$ cat config.mk
export PLATFORM = sky130hd
export DESIGN_NAME = ex_mdu_stage
export DESIGN_NICKNAME = d
export VERILOG_FILES = /design/src/rtl/ex_mdu_stage.sv
export SDC_FILE = /design/constraint.sdc
export NUM_CORES = 1
export LEC_CHECK = 0
export BUFFER_PORTS_ARGS = -buffer_cell sky130_fd_sc_hd__buf_4
export CORE_MARGIN = 10
export CORE_UTILIZATION = 30
export CTS_CLUSTER_DIAMETER = 50
export DETAILED_ROUTE_END_ITERATION = 16
export MAX_ROUTING_LAYER = met4
export PLACE_DENSITY = 0.45
export SLEW_MARGIN = 20
export SYNTH_ARGS = -nofsm -noshare
export SYNTH_HDL_FRONTEND = slang
export SYNTH_SLANG_ARGS = --single-unit
$ cat constraint.sdc
create_clock -name clk -period 10.2 [get_ports clk]
set_input_delay 0.51 -clock clk [delete_from_list [all_inputs] [get_ports clk]]
set_output_delay 0.51 -clock clk [all_outputs]
set_load 0.02 [all_outputs]
$ cat src/rtl/ex_mdu_stage.sv
// EX stage with EX/MEM register, valid/ready handshake and an iterative MULT/DIV unit owning HI/LO.
// Optional EX_FAST_MUL_EN: single-cycle MULT/MULTU; DIV/DIVU stay iterative.
module ex_mdu_stage #(
  parameter int unsigned XLEN   = 32,
  parameter int unsigned RA_W   = 5,
  parameter int unsigned CTRL_W = 16
) (
  input  logic              clk,
  input  logic              rst_n,
  input  logic              flush_ex,
  input  logic              in_valid,
  output logic              in_ready,
  input  logic [2:0]        in_md_op,
  input  logic [XLEN-1:0]   in_alu_out,
  input  logic [XLEN-1:0]   in_src_a,
  input  logic [XLEN-1:0]   in_src_b,
  input  logic [RA_W-1:0]   in_rd,
  input  logic              in_reg_write,
  input  logic [CTRL_W-1:0] in_ctrl,
  output logic              out_valid,
  input  logic              out_ready,
  output logic [XLEN-1:0]   out_result,
  output logic [XLEN-1:0]   out_store,
  output logic [RA_W-1:0]   out_rd,
  output logic              out_reg_write,
  output logic [CTRL_W-1:0] out_ctrl,
  output logic              md_busy,
  output logic [XLEN-1:0]   hi,
  output logic [XLEN-1:0]   lo
);

  localparam int unsigned CW = $clog2(XLEN);

  typedef enum logic {S_IDLE, S_CALC} state_t;
  typedef enum logic [2:0] {
    OP_NONE  = 3'd0,
    OP_MULT  = 3'd1,
    OP_MULTU = 3'd2,
    OP_DIV   = 3'd3,
    OP_DIVU  = 3'd4,
    OP_MFHI  = 3'd5,
    OP_MFLO  = 3'd6,
    OP_RSVD  = 3'd7
  } md_op_t;

  state_t              r_state, w_state_nxt;
  md_op_t              w_op;

  logic                r_out_valid;
  logic [XLEN-1:0]     r_out_result, r_out_store;
  logic [RA_W-1:0]     r_out_rd;
  logic                r_out_rw;
  logic [CTRL_W-1:0]   r_out_ctrl;
  logic [XLEN-1:0]     r_hi, r_lo;

  logic [CW-1:0]       r_cnt;
  logic [XLEN-1:0]     r_rem, r_quo, r_b, r_a_raw, r_store;
  logic                r_is_div, r_neg_q, r_neg_r, r_div0, r_done;
  logic [RA_W-1:0]     r_rd;
  logic [CTRL_W-1:0]   r_ctrl;

  logic                w_out_free, w_accept, w_start, w_complete, w_load_acc;
  logic                w_is_mul, w_is_div, w_signed, w_a_neg, w_b_neg;
  logic [XLEN-1:0]     w_abs_a, w_abs_b;
  logic [XLEN:0]       w_mul_sum, w_div_sh, w_div_diff;
  logic                w_div_ok;
  logic [XLEN-1:0]     w_st_rem, w_st_quo, w_fin_rem, w_fin_quo;
  logic [2*XLEN-1:0]   w_prod, w_prod_s, w_new_hilo;
  logic [XLEN-1:0]     w_q, w_r;
  logic [XLEN-1:0]     w_acc_result;
  logic                w_acc_rw;

  assign w_op       = md_op_t'(in_md_op);
  assign w_out_free = !r_out_valid || out_ready;
  assign in_ready   = (r_state == S_IDLE) && w_out_free && !flush_ex;
  assign w_accept   = in_valid && in_ready;

  assign w_is_mul = (w_op == OP_MULT) || (w_op == OP_MULTU);
  assign w_is_div = (w_op == OP_DIV)  || (w_op == OP_DIVU);
  assign w_signed = (w_op == OP_MULT) || (w_op == OP_DIV);
  assign w_a_neg  = w_signed && in_src_a[XLEN-1];
  assign w_b_neg  = w_signed && in_src_b[XLEN-1];
  assign w_abs_a  = w_a_neg ? -in_src_a : in_src_a;
  assign w_abs_b  = w_b_neg ? -in_src_b : in_src_b;

`ifdef EX_FAST_MUL_EN
  logic [2*XLEN-1:0] w_ext_a, w_ext_b, w_fast_prod;
  // Sign/zero extension to 2*XLEN lets one truncated multiplier serve both MULT and MULTU.
  assign w_ext_a     = {{XLEN{w_a_neg ? 1'b1 : 1'b0}}, in_src_a};
  assign w_ext_b     = {{XLEN{w_b_neg ? 1'b1 : 1'b0}}, in_src_b};
  assign w_fast_prod = w_ext_a * w_ext_b;
  assign w_start     = w_accept && w_is_div;
`else
  assign w_start     = w_accept && (w_is_mul || w_is_div);
`endif

  assign w_load_acc = w_accept && !w_start;
  assign w_complete = (r_state == S_CALC) && (r_cnt == '0) && w_out_free && !flush_ex;
  assign md_busy    = (r_state == S_CALC);

  // One radix-2 step: shift-add multiply in {rem,quo}, or restoring divide.
  assign w_mul_sum  = {1'b0, r_rem} + (r_quo[0] ? {1'b0, r_b} : '0);
  assign w_div_sh   = {r_rem, r_quo[XLEN-1]};
  assign w_div_diff = w_div_sh - {1'b0, r_b};
  assign w_div_ok   = !w_div_diff[XLEN];
  assign w_st_rem   = r_is_div ? (w_div_ok ? w_div_diff[XLEN-1:0] : w_div_sh[XLEN-1:0])
                               : w_mul_sum[XLEN:1];
  assign w_st_quo   = r_is_div ? {r_quo[XLEN-2:0], w_div_ok}
                               : {w_mul_sum[0], r_quo[XLEN-1:1]};

  // A completion held by back-pressure already stored its last step; r_done avoids a re-step.
  assign w_fin_rem = r_done ? r_rem : w_st_rem;
  assign w_fin_quo = r_done ? r_quo : w_st_quo;

  assign w_prod     = {w_fin_rem, w_fin_quo};
  assign w_prod_s   = r_neg_q ? -w_prod : w_prod;
  assign w_q        = r_div0 ? '1 : (r_neg_q ? -w_fin_quo : w_fin_quo);
  assign w_r        = r_div0 ? r_a_raw : (r_neg_r ? -w_fin_rem : w_fin_rem);
  assign w_new_hilo = r_is_div ? {w_r, w_q} : w_prod_s;

  always_comb begin
    w_acc_result = in_alu_out;
    w_acc_rw     = in_reg_write;
    case (w_op)
      OP_MFHI: w_acc_result = r_hi;
      OP_MFLO: w_acc_result = r_lo;
`ifdef EX_FAST_MUL_EN
      OP_MULT, OP_MULTU: begin
        w_acc_result = w_fast_prod[XLEN-1:0];
        w_acc_rw     = 1'b0;
      end
`endif
      default: ;
    endcase
  end

  always_comb begin
    w_state_nxt = r_state;
    case (r_state)
      S_IDLE: if (w_start) w_state_nxt = S_CALC;
      S_CALC: if (flush_ex || w_complete) w_state_nxt = S_IDLE;
      default: w_state_nxt = S_IDLE;
    endcase
  end

  always_ff @(posedge clk or negedge rst_n) begin
    if (!rst_n) r_state <= S_IDLE;
    else        r_state <= w_state_nxt;
  end

  always_ff @(posedge clk or negedge rst_n) begin
    if (!rst_n) begin
      r_out_valid  <= 1'b0;
      r_out_result <= '0;
      r_out_store  <= '0;
      r_out_rd     <= '0;
      r_out_rw     <= 1'b0;
      r_out_ctrl   <= '0;
    end else if (flush_ex) begin
      r_out_valid  <= 1'b0;
    end else if (w_load_acc) begin
      r_out_valid  <= 1'b1;
      r_out_result <= w_acc_result;
      r_out_store  <= in_src_b;
      r_out_rd     <= in_rd;
      r_out_rw     <= w_acc_rw;
      r_out_ctrl   <= in_ctrl;
    end else if (w_complete) begin
      r_out_valid  <= 1'b1;
      r_out_result <= w_new_hilo[XLEN-1:0];
      r_out_store  <= r_store;
      r_out_rd     <= r_rd;
      r_out_rw     <= 1'b0;
      r_out_ctrl   <= r_ctrl;
    end else if (out_ready) begin
      r_out_valid  <= 1'b0;
    end
  end

  always_ff @(posedge clk or negedge rst_n) begin
    if (!rst_n) begin
      r_hi <= '0;
      r_lo <= '0;
    end else if (w_complete) begin
      {r_hi, r_lo} <= w_new_hilo;
    end
`ifdef EX_FAST_MUL_EN
    else if (w_accept && w_is_mul) begin
      {r_hi, r_lo} <= w_fast_prod;
    end
`endif
  end

  always_ff @(posedge clk or negedge rst_n) begin
    if (!rst_n) begin
      r_cnt    <= '0;
      r_rem    <= '0;
      r_quo    <= '0;
      r_b      <= '0;
      r_a_raw  <= '0;
      r_store  <= '0;
      r_is_div <= 1'b0;
      r_neg_q  <= 1'b0;
      r_neg_r  <= 1'b0;
      r_div0   <= 1'b0;
      r_done   <= 1'b0;
      r_rd     <= '0;
      r_ctrl   <= '0;
    end else if (w_start) begin
      r_cnt    <= CW'(XLEN - 1);
      r_rem    <= '0;
      r_quo    <= w_abs_a;
      r_b      <= w_abs_b;
      r_a_raw  <= in_src_a;
      r_store  <= in_src_b;
      r_is_div <= w_is_div;
      r_neg_q  <= w_a_neg ^ w_b_neg;
      r_neg_r  <= w_a_neg;
      r_div0   <= (in_src_b == '0);
      r_done   <= 1'b0;
      r_rd     <= in_rd;
      r_ctrl   <= in_ctrl;
    end else if ((r_state == S_CALC) && !flush_ex) begin
      if (r_cnt != '0) begin
        r_rem <= w_st_rem;
        r_quo <= w_st_quo;
        r_cnt <= r_cnt - CW'(1);
      end else if (!r_done) begin
        r_rem  <= w_st_rem;
        r_quo  <= w_st_quo;
        r_done <= 1'b1;
      end
    end
  end

  assign out_valid     = r_out_valid;
  assign out_result    = r_out_result;
  assign out_store     = r_out_store;
  assign out_rd        = r_out_rd;
  assign out_reg_write = r_out_rw;
  assign out_ctrl      = r_out_ctrl;
  assign hi            = r_hi;
  assign lo            = r_lo;

endmodule
---- Word-level counts from Yosys, hierarchy flattened ----
Cells that the tools add are included.
storage, ports and cells
  flip-flop bits (word level) ............. 343
  latch bits .............................. 0
  memory bits (writable) .................. 0
  memory bits (read-only) ................. 0
  input bits .............................. 126
  output and inout port bits .............. 153
  word-level logic and storage cells ...... 115
  memories ................................ 0
cells by class
  add/subtract/negate cells ............... 8
  $mul .................................... 0
  divide/modulo/power cells ............... 0
  magnitude comparators ................... 0
  eq/ne operators ......................... 7
  shift-type cells ........................ 0
  multiplexer cells ....................... 44
  bitwise logic cells ..................... 3
  reductions and logical operators ........ 31
operators by type and width
  cell                   number
  $mux W32               22
  $mux W64               2
  $neg A32 Y32           4
  $neg A64 Y64           1
  $pmux W32 S2           1
  $add A32 B32 Y33       1
  $sub A33 B32 Y33       1
  $logic_not A32 Y1      1
  $mux W16               2
  $mux W5                5
  $logic_and A1 B1 Y1    11
  $mux W1                11
  $eq A3 B3 Y1 const B   3
  $eq A3 B2 Y1 const B   2
  $logic_or A1 B1 Y1     6
  $reduce_and A2 Y1      3
  $reduce_bool A2 Y1     3
  $logic_not A5 Y1       1
  $reduce_bool A5 Y1     1
  $sub A5 B1 Y5 const B  1
  $logic_not A1 Y1       4
  $reduce_bool A4 Y1     1
  $eq A3 B1 Y1 const B   1
  $ne A2 B2 Y1 const B   1
  other kinds (3)        4

---- Depth between registers and ports, before layout ----
  depth after elaboration ................. 10
  mapped depth ............................ 27
  mapped depth without buffers ............ 26

---- Worst setup path after synthesis ----
Ideal clock, no wire load.
  path type ............................... register to register
  start point ............................. register r_is_div
  end point ............................... register r_hi[16] (netlist: hi[16])
  library setup time ...................... 0.126 ns
  arrival ................................. 5.552 ns
  data required time ...................... 10.074 ns
  setup slack ............................. 4.522 ns
  cell stages (with the launch flop) ...... 25
  buffers on the path ..................... 10
  period minus slack after synthesis ...... 5.678 ns
  cells stage by stage .................... dfrtp_1 clkbuf_1 buf_2 clkbuf_1 buf_2 clkbuf_1 buf_2 buf_1 clkbuf_1 buf_1 o21ai_0 o21ai_0 ha_1 inv_1 nand4bb_1 nor2_1 nand3_1 or2_2 nand2b_1 or2_0 clkbuf_1 o31ai_1 xnor2_1 nor2_1 a221o_1
between the ends
  cells in the longest elaborated chain, start to end .. 6
  elaborated cells between the ends (all ways) .. 10
  classes of those cells .................. add/sub (2); mux (8)
RTL lines
  what                    RTL line  RTL
  start, declared         58        logic r_is_div, r_neg_q, r_neg_r, r_div0, r_done;
  start signal, assigned  216       r_is_div <= w_is_div;
  $mux W32                106       assign w_st_rem = r_is_div ? (w_div_ok ? w_div_diff[XLEN-1:0] : w_div_sh[XLEN-1:0])
  $mux W32                -
  $neg A32 Y32            118       assign w_r = r_div0 ? r_a_raw : (r_neg_r ? -w_fin_rem : w_fin_rem);
  $mux W32 (2 in series)  118
  $mux W64 (*)            119       assign w_new_hilo = r_is_div ? {w_r, w_q} : w_prod_s;
  end signal, assigned    185       {r_hi, r_lo} <= w_new_hilo;
  end, declared           54        logic [XLEN-1:0] r_hi, r_lo;
Every way passes the cells marked *; elsewhere a longest branch is shown, timed or not.
A chain may end at the register's enable or synchronous reset.

---- Worst setup path in the final report ----
  start point ............................. register r_rem[18]
  end point ............................... register r_hi[30] (netlist: hi[30])
between the ends
  cells in the longest elaborated chain, start to end .. 8
  elaborated cells between the ends (all ways) .. 14
  classes of those cells .................. add/sub (4); mux (9); reduce/logical (1)
RTL lines
  what                    RTL line  RTL
  start, declared         57        logic [XLEN-1:0] r_rem, r_quo, r_b, r_a_raw, r_store;
  start signal, assigned  225       r_rem <= w_st_rem;
  start signal, assigned  229       r_rem <= w_st_rem;
  $sub A33 B32 Y33        104       assign w_div_diff = w_div_sh - {1'b0, r_b};
  $mux W32 (2 in series)  106
  $mux W32                -
  $neg A32 Y32            118
  $mux W32 (2 in series)  118
  $mux W64 (*)            119
Marked as above.

==> impl_metrics.tcl <==
set metrics [dict create \
    run_status "finished clean" \
    timing.critical_path.slowest_stage_cell "a21oi_4" \
    syn_area_per_cell_um2 7.93 \
    worst_clock_skew_ns 0.0346 \
    gp_routability_congestion 0.982 \
    timing.setup.critical_path_class "reg -> reg" \
    clock_root_buffer "clkbuf_16" \
    synth_enable_flop_cells 0 \
    ios 279 \
    min_period_ns 6.78 \
    maxSlewHeadroom_pct 24.3 \
    num_rows 105 \
    synthesis.instances 3122 \
    worst_path_largest_cell_delay_ns 0.69 \
    postSynthNetCount 3320 \
    ant_nets 0 \
    clock_power_share_pct 22.5 \
    syn_to_final_growth_pct 22.1 \
    number_of_levels_the_h_tree_was_split_into 3 \
    p_seq_share_pct 20.8 \
    tightest_slew_ns 1.14 \
    first_pass_grt_wire_length_mm 172 \
    ys_ff_latch 342 \
    holdCritStartpoint "in_ctrl[4]" \
    worst_ir_drop_vdd_mv 0.137 \
    hold-path-endpoint "r_ctrl[4]" \
    setup_tns_ns 0 \
    hold_ws_ns 0.108 \
    power.switching_fraction_pct 49.7 \
    place.detailed.hpwl_mm 86.2 \
    ys_top_cells_by_area "dfrtp_1 (35%), nand2_1 (9.5%), o21ai_0 (5.0%)" \
    timing.critical_path.from_type "flip-flop" \
    netlist.top_cell.by_area "dfrtp_1" \
    combinationalPowerShare_pct 56.7 \
    synth-warning-count 0 \
    globalRouteOverflowTotal 0 \
    layout-drive-gt1-share_pct 16.2 \
    fp.dieH_um 307 \
    die_w_um 307 \
    r2r-start "r_rem[18]" \
    timing.final.crit_share_pct 66.5 \
    clock_insertion_delay_at_the_later_pin_of_the_skew_report_ns 0.62 \
    crit_path_cell_trace "ha_1 > nand4_1 > or3_1 > nor4_4 > o211ai_2 > a21oi_4 > nor2_4 > nand2_1 > o21ai_0 > o21ai_0 > ha_1 > inv_1 > nand4bb_1 > nor2_1 > nand3_1 > or2_2 > nand2b_1 > or2_0 > buf_4 > or4_4 > o41ai_1 > nor3_1" \
    dr.pass1.iters 6 \
    max_freq_mhz 147 \
    num_vias 25200 \
    asyncSetResetFlopFracSynth_pct 100 \
    clock_path_buffers 3 \
    leakagePower_nw 13.4 \
    slew_violations 0 \
    synth-main-ff-cell "dfrtp_1" \
    internal_power_mw 5.25 \
    detail_route.vias_per_cell 5.66 \
    rr_endpoint "hi[30]" \
    hold_viol_final 0 \
    power_density_mw_per_mm2 345 \
    critical_path_data_arrival_time_ns 7.26 \
    grt_setup_unrepaired "false" \
    design.final.nets 3515 \
    cp-end-kind "flip-flop" \
    grt_use_total_pct 24.7 \
    coreArea_mm2 0.0820 \
    routedWlPerCell_um 26.3 \
    cts.sink_count 342 \
    crit_fanout 15 \
    initial_util_pct 30.2 \
    detailedRoute.firstIterationViolations 2450 \
    floorplan.die_area_mm2 0.0945 \
    cts.clk_slew.worst_paths_ns 0.05 \
    timing.max_cap.violations 0 \
    cts_tree "yes" \
    largest_net_degree_at_the_start_of_global_routing 132 \
    required_ns 10.68 \
    synth_largest_type_area_fraction_pct 34.6 \
    routed_wl_mm 117 \
    rrSetupSlack_ns 3.42 \
    final-setup-viol-count 0 \
    hold_path_class "in -> reg" \
    synthesis.area_mm2 0.0248 \
    number_of_distinct_library_cell_variants_in_the_gate_level_netlist_after_synthesis 99 \
    cts_made_buffers 71 \
    port_buffers 278 \
    worst-r2r-cell-count 22 \
    min_path_cells 3 \
    drc_viols 0 \
    first_global_vias 24700 \
    synth_seq_area_share_pct 34.6 \
    antenna_violations_before_repair 2 \
    p_sw_mw 5.19 \
]
flip-flops by register name, indices dropped and copies added (netlist names), 5 cells and up:
register and cells:
hi 32, lo 32, out_result 32, out_store 32, r_a_raw 32, r_b 32
r_quo 32, r_rem 32, r_store 31, out_ctrl 16, r_ctrl 16, out_rd 5
r_cnt 5, r_rd 5
cell usage in the layout (no fill, tap or decap), types with 9 or more instances in the layout:
cell type,netlist,final
or4_1,11,11
o221ai_1,35,35
a21o_1,22,22
xor2_1,75,75
o31a_1,9,9
ha_1,70,70
o31ai_1,37,37
nand4_1,27,27
nor4_1,18,18
or3_1,30,30
mux2i_1,59,59
and3_1,19,17
a31o_2,9,9
a22o_1,43,43
buf_4,0,321
nor3_1,50,50
inv_1,84,83
and2_1,51,51
nor2b_1,11,11
o21a_1,23,23
o22a_1,24,24
nor2_1,238,234
dfrtp_1,342,340
mux2_2,33,33
nor3b_1,9,9
nand2_1,625,622
clkbuf_16,0,73
o21ai_1,12,12
o21ai_0,247,247
nand3_1,51,50
a221oi_1,11,11
xnor2_1,95,95
o41ai_1,13,13
a31oi_1,86,86
o211ai_1,42,42
clkinv_2,0,15
a211oi_1,20,20
nand2b_1,30,30
a21oi_1,189,188
cells in the mapped netlist, drive strengths merged (23+ instances only):
cell type  number
xnor2          95
mux2           38
o31ai          38
a31oi          86
inv            84
o211ai         43
nor2          240
o221ai         35
o21a           23
nand2         625
or3            30
a21oi         190
dfrtp         342
clkbuf        172
mux2i          59
nand2b         30
nand3          51
o21ai         259
buf            31
ha             70
a22o           43
nor3           53
and2           53
xor2           75
nand4          29
o22a           24
logic make-up (layout without fill, tap and decap cells):
family | Yosys count | count (layout) | synth area share [%]
mux | 97 | 97 | 4.16
xor+xnor | 170 | 170 | 6.01
compound gates | 930 | 930 | 24.7
flops | 342 | 342 | 34.6
fa+ha+maj | 72 | 72 | 3.70
simple gates | 1223 | 1223 | 22.4
buf+inv | 288 | 539 | 4.49
other cells | 0 | 1 | 0
cell type report:
class / count / area (um2)
multi-input cells: 2492 / 15200
repair buffers: 325 / 2470
clock buffers: 86 / 1940
well taps: 1070 / 1340
diodes: 1 / 2.50
flip-flops and latches: 342 / 8560
fillers: 8624 / 51700
clock inverters: 43 / 439
inverters: 85 / 319
repair_timing:
action,CTS,global route
setup buffers,0,0
hold buffers,1,0
hold endpoints to repair,16,0
gates resized for setup,0,0
metrics by stage:
| stage | setup slack (ns) | cell area (um2) | utilization, % | std cells | power (mW) |
|---|---|---|---|---|---|
| after global routing | 3.06 | 30200 | 36.9 | 4444 | 11.1 |
| after detailed placement | 3.58 | 27900 | 34.0 | 4313 | 8.01 |
| final | 3.42 | 30200 | 36.9 | 4444 | 10.4 |
| after floorplan | 4.52 | 24800 | - | 3122 | 5.75 |
| after CTS | 3.59 | 30200 | 36.9 | 4443 | 10.4 |
| after global placement | 3.53 | 27900 | 34.0 | 4313 | 8.04 |
layer usage:
| metal | up-vias | GRT usage (%) | wire [um] | part of all wire [%] |
|---|---|---|---|---|
| li1 | 11600 | - | - | - |
| met1 | 12400 | 33.1 | 53400 | 46 |
| met2 | 989 | 37.3 | 52000 | 44 |
| met3 | 155 | 5.27 | 8700 | 7.4 |
| met4 | 0 | 6.90 | 2880 | 2.5 |
| met5 | - | - | 0 | 0 |
power groups by stage:
stage	clock network [mW]	registers (mW)	logic, mW
after floorplan	0	2.16	3.59
after global placement	0	2.17	5.86
after detailed placement	0	2.18	5.83
after CTS	2.40	2.16	5.86
after global routing	2.47	2.22	6.37
final	2.35	2.17	5.92
how the worst max path moves through the flow:
stage               slack, ns  startpoint  endpoint
floorplan                4.52    r_is_div    hi[16]
global placement         3.53   r_quo[31]    hi[31]
detailed placement       3.58   r_rem[16]    hi[30]
CTS                      3.59   r_rem[17]    hi[30]
global route             3.06   r_rem[25]    hi[30]
finish                   3.42   r_rem[18]    hi[30]
worst max-delay path, delay by kind of cell, from the launching register on:
| kind | cells | cell delay [ns] |
|---|---|---|
| adder cells (fa/ha/maj) | 2 | 0.76 |
| AO/OA/AOI/OAI | 5 | 1.83 |
| buffers and inverters | 2 | 0.27 |
| AND/OR/NAND/NOR | 13 | 3.34 |
| flip-flops | 1 | 0.44 |
Note: power is estimated with default switching activity, not from simulation.
